## src/rtl/complete_arbiter.sv

```systemverilog
// Completion arbiter in front of the ROB's single complete port: one buffer per unit,
// oldest-first issue relative to the ROB head, and branch-recovery hold/flush sequencing.
module complete_arbiter #(
  parameter int N_REQ = 3,
  parameter int ROB_W = 4
) (
  input  logic                   clk,
  input  logic                   rst,
  input  logic [N_REQ-1:0]       req_valid,
  input  logic [N_REQ*ROB_W-1:0] req_rob,
  input  logic [N_REQ-1:0]       req_cf,
  input  logic [N_REQ*32-1:0]    req_addr,
  output logic [N_REQ-1:0]       req_ready,
  input  logic [ROB_W-1:0]       rob_head,
  input  logic                   cf_done,
  output logic                   complete,
  output logic [ROB_W-1:0]       rob_number,
  output logic                   changeFlow,
  output logic [31:0]            jb_addr,
  output logic                   hold
);

  localparam int IDX_W = (N_REQ > 1) ? $clog2(N_REQ) : 1;

  typedef enum logic {RUN, HOLD} state_t;

  state_t state, state_nx;

  logic [N_REQ-1:0] v;
  logic [N_REQ-1:0] b_cf;
  logic [ROB_W-1:0] b_rob  [N_REQ];
  logic [31:0]      b_addr [N_REQ];
  logic [ROB_W-1:0] br_rob;

  logic [ROB_W-1:0] entry_age [N_REQ];
  logic [ROB_W-1:0] req_age   [N_REQ];

  logic             found;
  logic [ROB_W-1:0] best_age;
  logic [IDX_W-1:0] gsel;
  logic [N_REQ-1:0] grant;
  logic             enter_hold;
  logic             filter;
  logic [ROB_W-1:0] flush_age;

  // Ages wrap modulo 2^ROB_W, so head 14 makes ROB 15 older than ROB 1.
  always_comb begin
    for (int i = 0; i < N_REQ; i++) begin
      entry_age[i] = b_rob[i] - rob_head;
      req_age[i]   = req_rob[i*ROB_W +: ROB_W] - rob_head;
    end
  end

  // NOTE: every always_comb output gets a default first so no path leaves it unassigned (no latch).
  always_comb begin
    found      = 1'b0;
    best_age   = '0;
    gsel       = '0;
    grant      = '0;
    state_nx   = state;
    if (state == RUN) begin
      for (int i = 0; i < N_REQ; i++) begin
        if (v[i] && (!found || entry_age[i] < best_age)) begin
          found    = 1'b1;
          best_age = entry_age[i];
          gsel     = IDX_W'(i);
        end
      end
    end
    if (found) grant[gsel] = 1'b1;

    enter_hold = found && b_cf[gsel];
    // Anything younger than the branch is squashed, both already buffered and newly arriving.
    filter     = (state == HOLD) || enter_hold;
    flush_age  = (state == HOLD) ? (br_rob - rob_head) : best_age;

    case (state)
      RUN:     if (enter_hold) state_nx = HOLD;
      HOLD:    if (cf_done)    state_nx = RUN;
      default: state_nx = RUN;
    endcase

    req_ready = ~v | grant;
  end

  assign hold = (state == HOLD);

  // NOTE: sequential state uses non-blocking assignments so all registers update from pre-edge values.
  always_ff @(posedge clk or negedge rst) begin
    if (!rst) state <= RUN;
    else      state <= state_nx;
  end

  // NOTE: buffer payload is reset along with the valid bits so nothing unknown ever reaches the ROB.
  always_ff @(posedge clk or negedge rst) begin
    if (!rst) begin
      v      <= '0;
      b_cf   <= '0;
      br_rob <= '0;
      for (int i = 0; i < N_REQ; i++) begin
        b_rob[i]  <= '0;
        b_addr[i] <= '0;
      end
    end else begin
      for (int i = 0; i < N_REQ; i++) begin
        if (req_valid[i] && req_ready[i]) begin
          if (filter && req_age[i] > flush_age) begin
            v[i] <= 1'b0;
          end else begin
            v[i]      <= 1'b1;
            b_rob[i]  <= req_rob[i*ROB_W +: ROB_W];
            b_cf[i]   <= req_cf[i];
            b_addr[i] <= req_addr[i*32 +: 32];
          end
        end else if (grant[i] || (enter_hold && v[i] && entry_age[i] > best_age)) begin
          v[i] <= 1'b0;
        end
      end
      if (enter_hold) br_rob <= b_rob[gsel];
    end
  end

  always_ff @(posedge clk or negedge rst) begin
    if (!rst) begin
      complete   <= 1'b0;
      changeFlow <= 1'b0;
      rob_number <= '0;
      jb_addr    <= '0;
    end else begin
      complete   <= found;
      changeFlow <= found && b_cf[gsel];
      if (found) begin
        rob_number <= b_rob[gsel];
        jb_addr    <= b_addr[gsel];
      end
    end
  end

endmodule
```

## config.mk

```make
export PLATFORM = sky130hd
export DESIGN_NAME = complete_arbiter
export DESIGN_NICKNAME = d
export VERILOG_FILES = /design/src/rtl/complete_arbiter.sv
export SDC_FILE = /design/constraint.sdc
export NUM_CORES = 1
export LEC_CHECK = 0
export ABC_AREA = 1
export BUFFER_PORTS_ARGS = -buffer_cell sky130_fd_sc_hd__buf_4
export CAP_MARGIN = 20
export CORE_UTILIZATION = 45
export DETAILED_ROUTE_END_ITERATION = 10
export MAX_ROUTING_LAYER = met4
export PLACE_DENSITY = 0.67
export SYNTH_ARGS = -nofsm -noshare
export SYNTH_HDL_FRONTEND = slang
export SYNTH_SLANG_ARGS = --single-unit
```

## constraint.sdc

```tcl
create_clock -name clk -period 8.2 [get_ports clk]
set_input_delay 1.64 -clock clk [delete_from_list [all_inputs] [get_ports clk]]
set_output_delay 1.64 -clock clk [all_outputs]
set_load 0.01 [all_outputs]
```

-- Yosys cells after proc, flatten, opt, wreduce, memory -nomap -nowiden
Cells that the tools add are included.
- bits in registers: 157
- output and inout port bits: 42
- word-level logic and storage cells: 112
- $add $sub $neg: 7
- magnitude comparators: 11
- muxes and demuxes: 39
- bitwise logic cells: 7
- reduce and logical (&&, ||, !) cells: 30
- operators with widths (cell ; number):
    $bmux 32 s2 ; 1
    $mux 32 ; 2
    $mux 4 ; 9
    $sub 4x4->4 ; 7
    $gt 4x4->1 ; 6
    $mux 1 ; 20
    $logic_and 1x1->1 ; 16
    $bmux 4 s2 ; 1
    $lt 4x4->1 ; 2
    $logic_or 1x1->1 ; 6
    $reduce_and 2->1 ; 3
    $reduce_bool 2->1 ; 3
    $mux 2 ; 2
    $not 1->1 ; 4
    $ge 3x3->1 const B ; 1
    $lt 2x3->1 const B ; 1
    $mux 3 ; 1
    $not 2->3 ; 1
    $not 3->3 ; 1
    $or 3x3->3 ; 1
    $bmux 1 s2 ; 1
    $demux 1 s2 ; 1
    $ge 2x1->1 const B ; 1
    $logic_not 1->1 ; 2
    $pmux 1 s2 ; 1

-- Longest topological paths before layout
- depth in word-level cells: 21
- mapped depth: 39

-- Worst setup path after synthesis
OpenSTA, ideal clock, no wires.
- path type: input to output
- from: in rob_head[1]
- to: out req_ready[1]
- arrival: 4.746 ns
- required time: 6.560 ns
- slack: 1.814 ns
- cell stages on the path: 21
- path buffers: 2
- cells stage by stage: inv_1 > ha_1 > nand3_1 > nand2_1 > xor2_1 > nand2_1 > ha_1 > a21oi_1 > nand2_1 > nand2_2 > nand2_4 > o21ai_0 > ha_1 > a21oi_1 > nand2_2 > nand2_4 > nand2_4 > nand2_4 > buf_2 > buf_2 > nand2_1
- longest elaborated chain between the ends: 19
- ends and longest elaborated chain (item ; line ; RTL):
    start, declared ; 14 ; input logic [ROB_W-1:0] rob_head,
    $sub 4x4->4 ; 49 ; entry_age[i] = b_rob[i] - rob_head;
    $mux 4 ; 63 ; if (v[i] && (!found || entry_age[i] < best_age)) begin
    $mux 4 ; 61 ; if (state == RUN) begin
    $lt 4x4->1 ; 63 ;
    $logic_or 1x1->1 ; 63 ;
    $logic_and 1x1->1 ; 63 ;
    $mux 4 / $mux 1 (equally long branches) ; 63 ;
    $mux 4 / $mux 1 (equally long branches) ; 61 ;
    [3 not listed] ; - ;
    $mux 2 ; 63 ;
    $mux 2 ; 61 ;
    $lt 2x3->1 (not written as such) / $ge 2x1->1 (equally long branches) ; 70 ; if (found) grant[gsel] = 1'b1;
    $logic_and 1x1->1 (not written as such) ; 70 ;
    $mux 1 (not written as such) ; 70 ;
    $demux 1 s2 ; 70 ;
    $mux 3 * ; 70 ;
    $or 3x3->3 * ; 83 ; req_ready = ~v | grant;
    end, declared ; 13 ; output logic [N_REQ-1:0] req_ready,
Mark *: on every way between the ends. The rest lies on a longest branch, timed or not. The select of a mux whose other input is x is not followed.

-- Worst setup path in the final report
- from: in rob_head[1]
- to: out req_ready[0]
Same word-level chain as after synthesis.

==> results.sh <==
export IMPL_drive_gt1_share_pct=20.6
export IMPL_diodes=0
export IMPL_ant_nets=0
export IMPL_dr_first_iter_drc_count=549
export IMPL_grt_pass1_wl_um=40600
export IMPL_syn_inst=1034
export IMPL_stdcell_area_um2=10500
export IMPL_post_route_min_period_ns=6.78
export IMPL_initial_core_util_pct=46.0
export IMPL_grt_use_total_pct=27.8
export IMPL_synth_cell_types=36
export IMPL_place_area_um2=9940
export IMPL_vias=7664
export IMPL_fillers=1783
export IMPL_post_cts_buffers=0
export IMPL_drc=0
export IMPL_worstPathMaxFanout=13
export IMPL_core_area_um2=18700
export IMPL_avgSynthCellArea_um2=8.33
export IMPL_cts_tree="done"
export IMPL_rr_worst_depth=36
export IMPL_r2r_slack_ns=2.92
export IMPL_fmax_mhz=148
export IMPL_ys_seq_elements=157
export IMPL_die_w_um=140
export IMPL_met1_usage_pct=35.5
export IMPL_place_gp_congestion=0.892
export IMPL_worstMarginPinSlew_ns=0.896
export IMPL_die_area_um2=19700
export IMPL_ys_seq_area_share_pct=45.6
export IMPL_finalSetupTns_ns=0
export IMPL_yosys_warnings=0
export IMPL_critPathLaunchType="primary input"
export IMPL_hold_class="reg -> reg"
export IMPL_clkTransAtPathRegs_ns=0.07
export IMPL_rsz0062_at_grt="false"
export IMPL_cts_repair_resized=0
export IMPL_syn_nets=1213
export IMPL_numPortBuffers=162
export IMPL_crit_type="in -> out"
export IMPL_drt_total_wl_um=25000
export IMPL_num_rows=50
export IMPL_required_ns=6.56
export IMPL_htree_levels=4
export IMPL_clk_latency_ns=0.44
export IMPL_status="complete, no violations"
export IMPL_use_met2_pct=45.1
export IMPL_reg2reg_to="b_addr[24]$_DFFE_PN0P_"
export IMPL_r2r_start="b_rob[8]$_DFFE_PN0P_"
export IMPL_cts_sinks=157
export IMPL_die_h_um=140
export IMPL_grt_pass1_vias=7662
export IMPL_drv_slew=0
export IMPL_startpoint="rob_head[1]"
export IMPL_area_delta_synth_final_pct=22.4
export IMPL_antenna_found_initial=0
export IMPL_period_share_pct=82.6
export IMPL_grt_busiest_layer="met2"
export IMPL_hpwl_um=16500
export IMPL_clockRootBuffer="clkbuf_16"
export IMPL_crit_path_end="req_ready[0]"
export IMPL_report_final_hold_viol_count=0
export IMPL_grt_start_max_net_pins=93
export IMPL_gr_usage_met3_pct=4.65
export IMPL_worst_ep_arrival_time_ns=5.14
export IMPL_postCtsHoldBufs=0
export IMPL_cts_buffer_depth=2
export IMPL_setup_viol=0
export IMPL_hold_worst_slack_ns=0.466
export IMPL_skew_ns=0.0126
export IMPL_drtPass1Iterations=5
export IMPL_overflow=0
export IMPL_endpoint_kind="primary output"
export IMPL_slew_headroom_pct=40.1
export IMPL_avgViaCountPerCell=5.43
export IMPL_synth_area_um2=8610
export IMPL_io_pins=163
export IMPL_cts_buffers=17
export IMPL_wl_per_cell_um=17.7
export IMPL_nets=1343
export IMPL_maxCapViolations=0
[per-stage QoR]
stage / utilization (%) / setup slack (ns) / std cells
global route: 56.3 / 0.901 / 1411
CTS: 56.3 / 1.40 / 1411
detailed placement: 53.2 / 1.31 / 1379
floorplan: - / 1.81 / 1034
finish: 56.3 / 1.42 / 1411
global placement: 53.2 / 1.42 / 1379
[cell usage in the layout, fill, tap and decap left out, types with 2 or more instances in the layout]
cell type  synthesis  final
a21boi_4           0      2
a21oi_1           27     27
a31oi_1           21     21
a32oi_1            4      4
buf_12             0      3
buf_4             18    176
clkbuf_16          0     17
clkinv_1           2      2
clkinv_2           0      2
clkinv_8           0      2
dfrtp_1          157    157
fa_1               7      7
ha_1              51     51
inv_1             38     38
inv_2              3      3
inv_6              0      5
inv_8              0      2
mux2_2             3      3
nand2_1          330    329
nand2_2            9     10
nand2_4            6      6
nand3_1          134    134
nor2_1            16     13
nor2_4             0      4
o211ai_1           2      2
o21ai_0          119    119
o21ai_1            2      2
o22ai_1            2      2
xnor2_1            9      9
xor2_1            12     12
[flip-flops by register name, indices dropped and copies added, names as in the netlist]
name / count
changeFlow: 1
b_cf: 3
v: 3
hold: 1
rob_number: 4
jb_addr: 32
br_rob: 4
complete: 1
b_addr: 96
b_rob: 12
[kinds of logic after synthesis]
family | after synthesis | share of synthesized area [%]
DFF | 157 | 45.6
AOI/OAI and AO/OA | 184 | 11.5
muxes | 3 | 0.392
adders and majority gates | 58 | 9.04
and+or+nand+nor | 499 | 24.7
xor gates and xnor gates | 21 | 2.14
buffers and inverters | 112 | 6.55
[Yosys cell counts]
| library cell | number | share of area, % |
|---|---|---|
| o21a_1 | 1 | 0.087 |
| or2_2 | 1 | 0.073 |
| a21oi_1 | 27 | 1.6 |
| o21ai_1 | 2 | 0.12 |
| a21boi_1 | 2 | 0.17 |
| nand3_1 | 134 | 7.8 |
| buf_4 | 18 | 1.6 |
| buf_1 | 5 | 0.22 |
| nand2_1 | 330 | 14 |
| dfrtp_1 | 157 | 46 |
| a211oi_1 | 1 | 0.087 |
| a32o_1 | 1 | 0.12 |
| o211ai_1 | 2 | 0.17 |
| inv_2 | 3 | 0.13 |
| o21ai_0 | 119 | 6.9 |
| nor2_1 | 16 | 0.70 |
| inv_1 | 38 | 1.7 |
| ha_1 | 51 | 7.4 |
| nand3_4 | 1 | 0.20 |
| buf_6 | 7 | 0.92 |
| xnor2_1 | 9 | 0.92 |
| clkbuf_1 | 20 | 0.87 |
| nand2_2 | 9 | 0.65 |
| buf_2 | 19 | 1.1 |
| a22oi_1 | 1 | 0.087 |
| a32oi_1 | 4 | 0.41 |
| nand2_4 | 6 | 0.78 |
| o22ai_1 | 2 | 0.15 |
| fa_1 | 7 | 1.6 |
| a31oi_1 | 21 | 1.5 |
| clkinv_1 | 2 | 0.087 |
| nor2_2 | 1 | 0.073 |
| nand4_1 | 1 | 0.073 |
| mux2_2 | 3 | 0.39 |
| xor2_1 | 12 | 1.2 |
| o21ai_2 | 1 | 0.10 |
[routing by layer]
layer  vias to the layer above  share of wire [%]  wire (um)
met1                      3682                 44      11100
met4                         0                1.8        460
li1                       3707                  -          -
met5                         -                  0          0
met3                        34                5.3       1330
met2                       241                 48      12100
[how the worst min path moves through the flow]
| stage | from | depth (start not counted) | endpoint |
|---|---|---|---|
| floorplan | b_addr[0]$_DFFE_PN0P_ | 2 | b_addr[0]$_DFFE_PN0P_ |
| global placement | b_addr[0]$_DFFE_PN0P_ | 2 | b_addr[0]$_DFFE_PN0P_ |
| detailed placement | b_addr[11]$_DFFE_PN0P_ | 2 | b_addr[11]$_DFFE_PN0P_ |
| CTS | b_addr[11]$_DFFE_PN0P_ | 2 | b_addr[11]$_DFFE_PN0P_ |
| global route | b_addr[51]$_DFFE_PN0P_ | 2 | b_addr[51]$_DFFE_PN0P_ |
| finish | b_addr[4]$_DFFE_PN0P_ | 2 | b_addr[4]$_DFFE_PN0P_ |
[area by class of cell]
type                    instances  area, um^2  area share (%)
clock buffers                  18         439            4.17
flip-flops and latches        157        3930            37.3
repair buffers                180        1390            13.2
inverters                      43         161            1.53
well taps                     234         293            2.78
multi-input cells             765        4170            39.6
clock inverters                14         155            1.47
[critical path: stages]
cell and delay (ns):
buf_4 0.12, inv_1 0.46, ha_1 0.34, nand3_1 0.08
nand2_1 0.07, xor2_1 0.19, nand2_1 0.11, ha_1 0.31
a21oi_1 0.16, nand2_1 0.08, nand2_2 0.08, nand2_4 0.09
o21ai_0 0.27, ha_1 0.29, nand2_1 0.06, nand2_1 0.05
nand2_1 0.06, nand2_2 0.06, nand2_4 0.10, nand2_4 0.09
nand2_4 0.10, nand3_1 0.08, nand2_1 0.10, buf_4 0.13
Power is not shown: default switching activity piles up to over one toggle a cycle in this logic, so the estimate is an artifact.
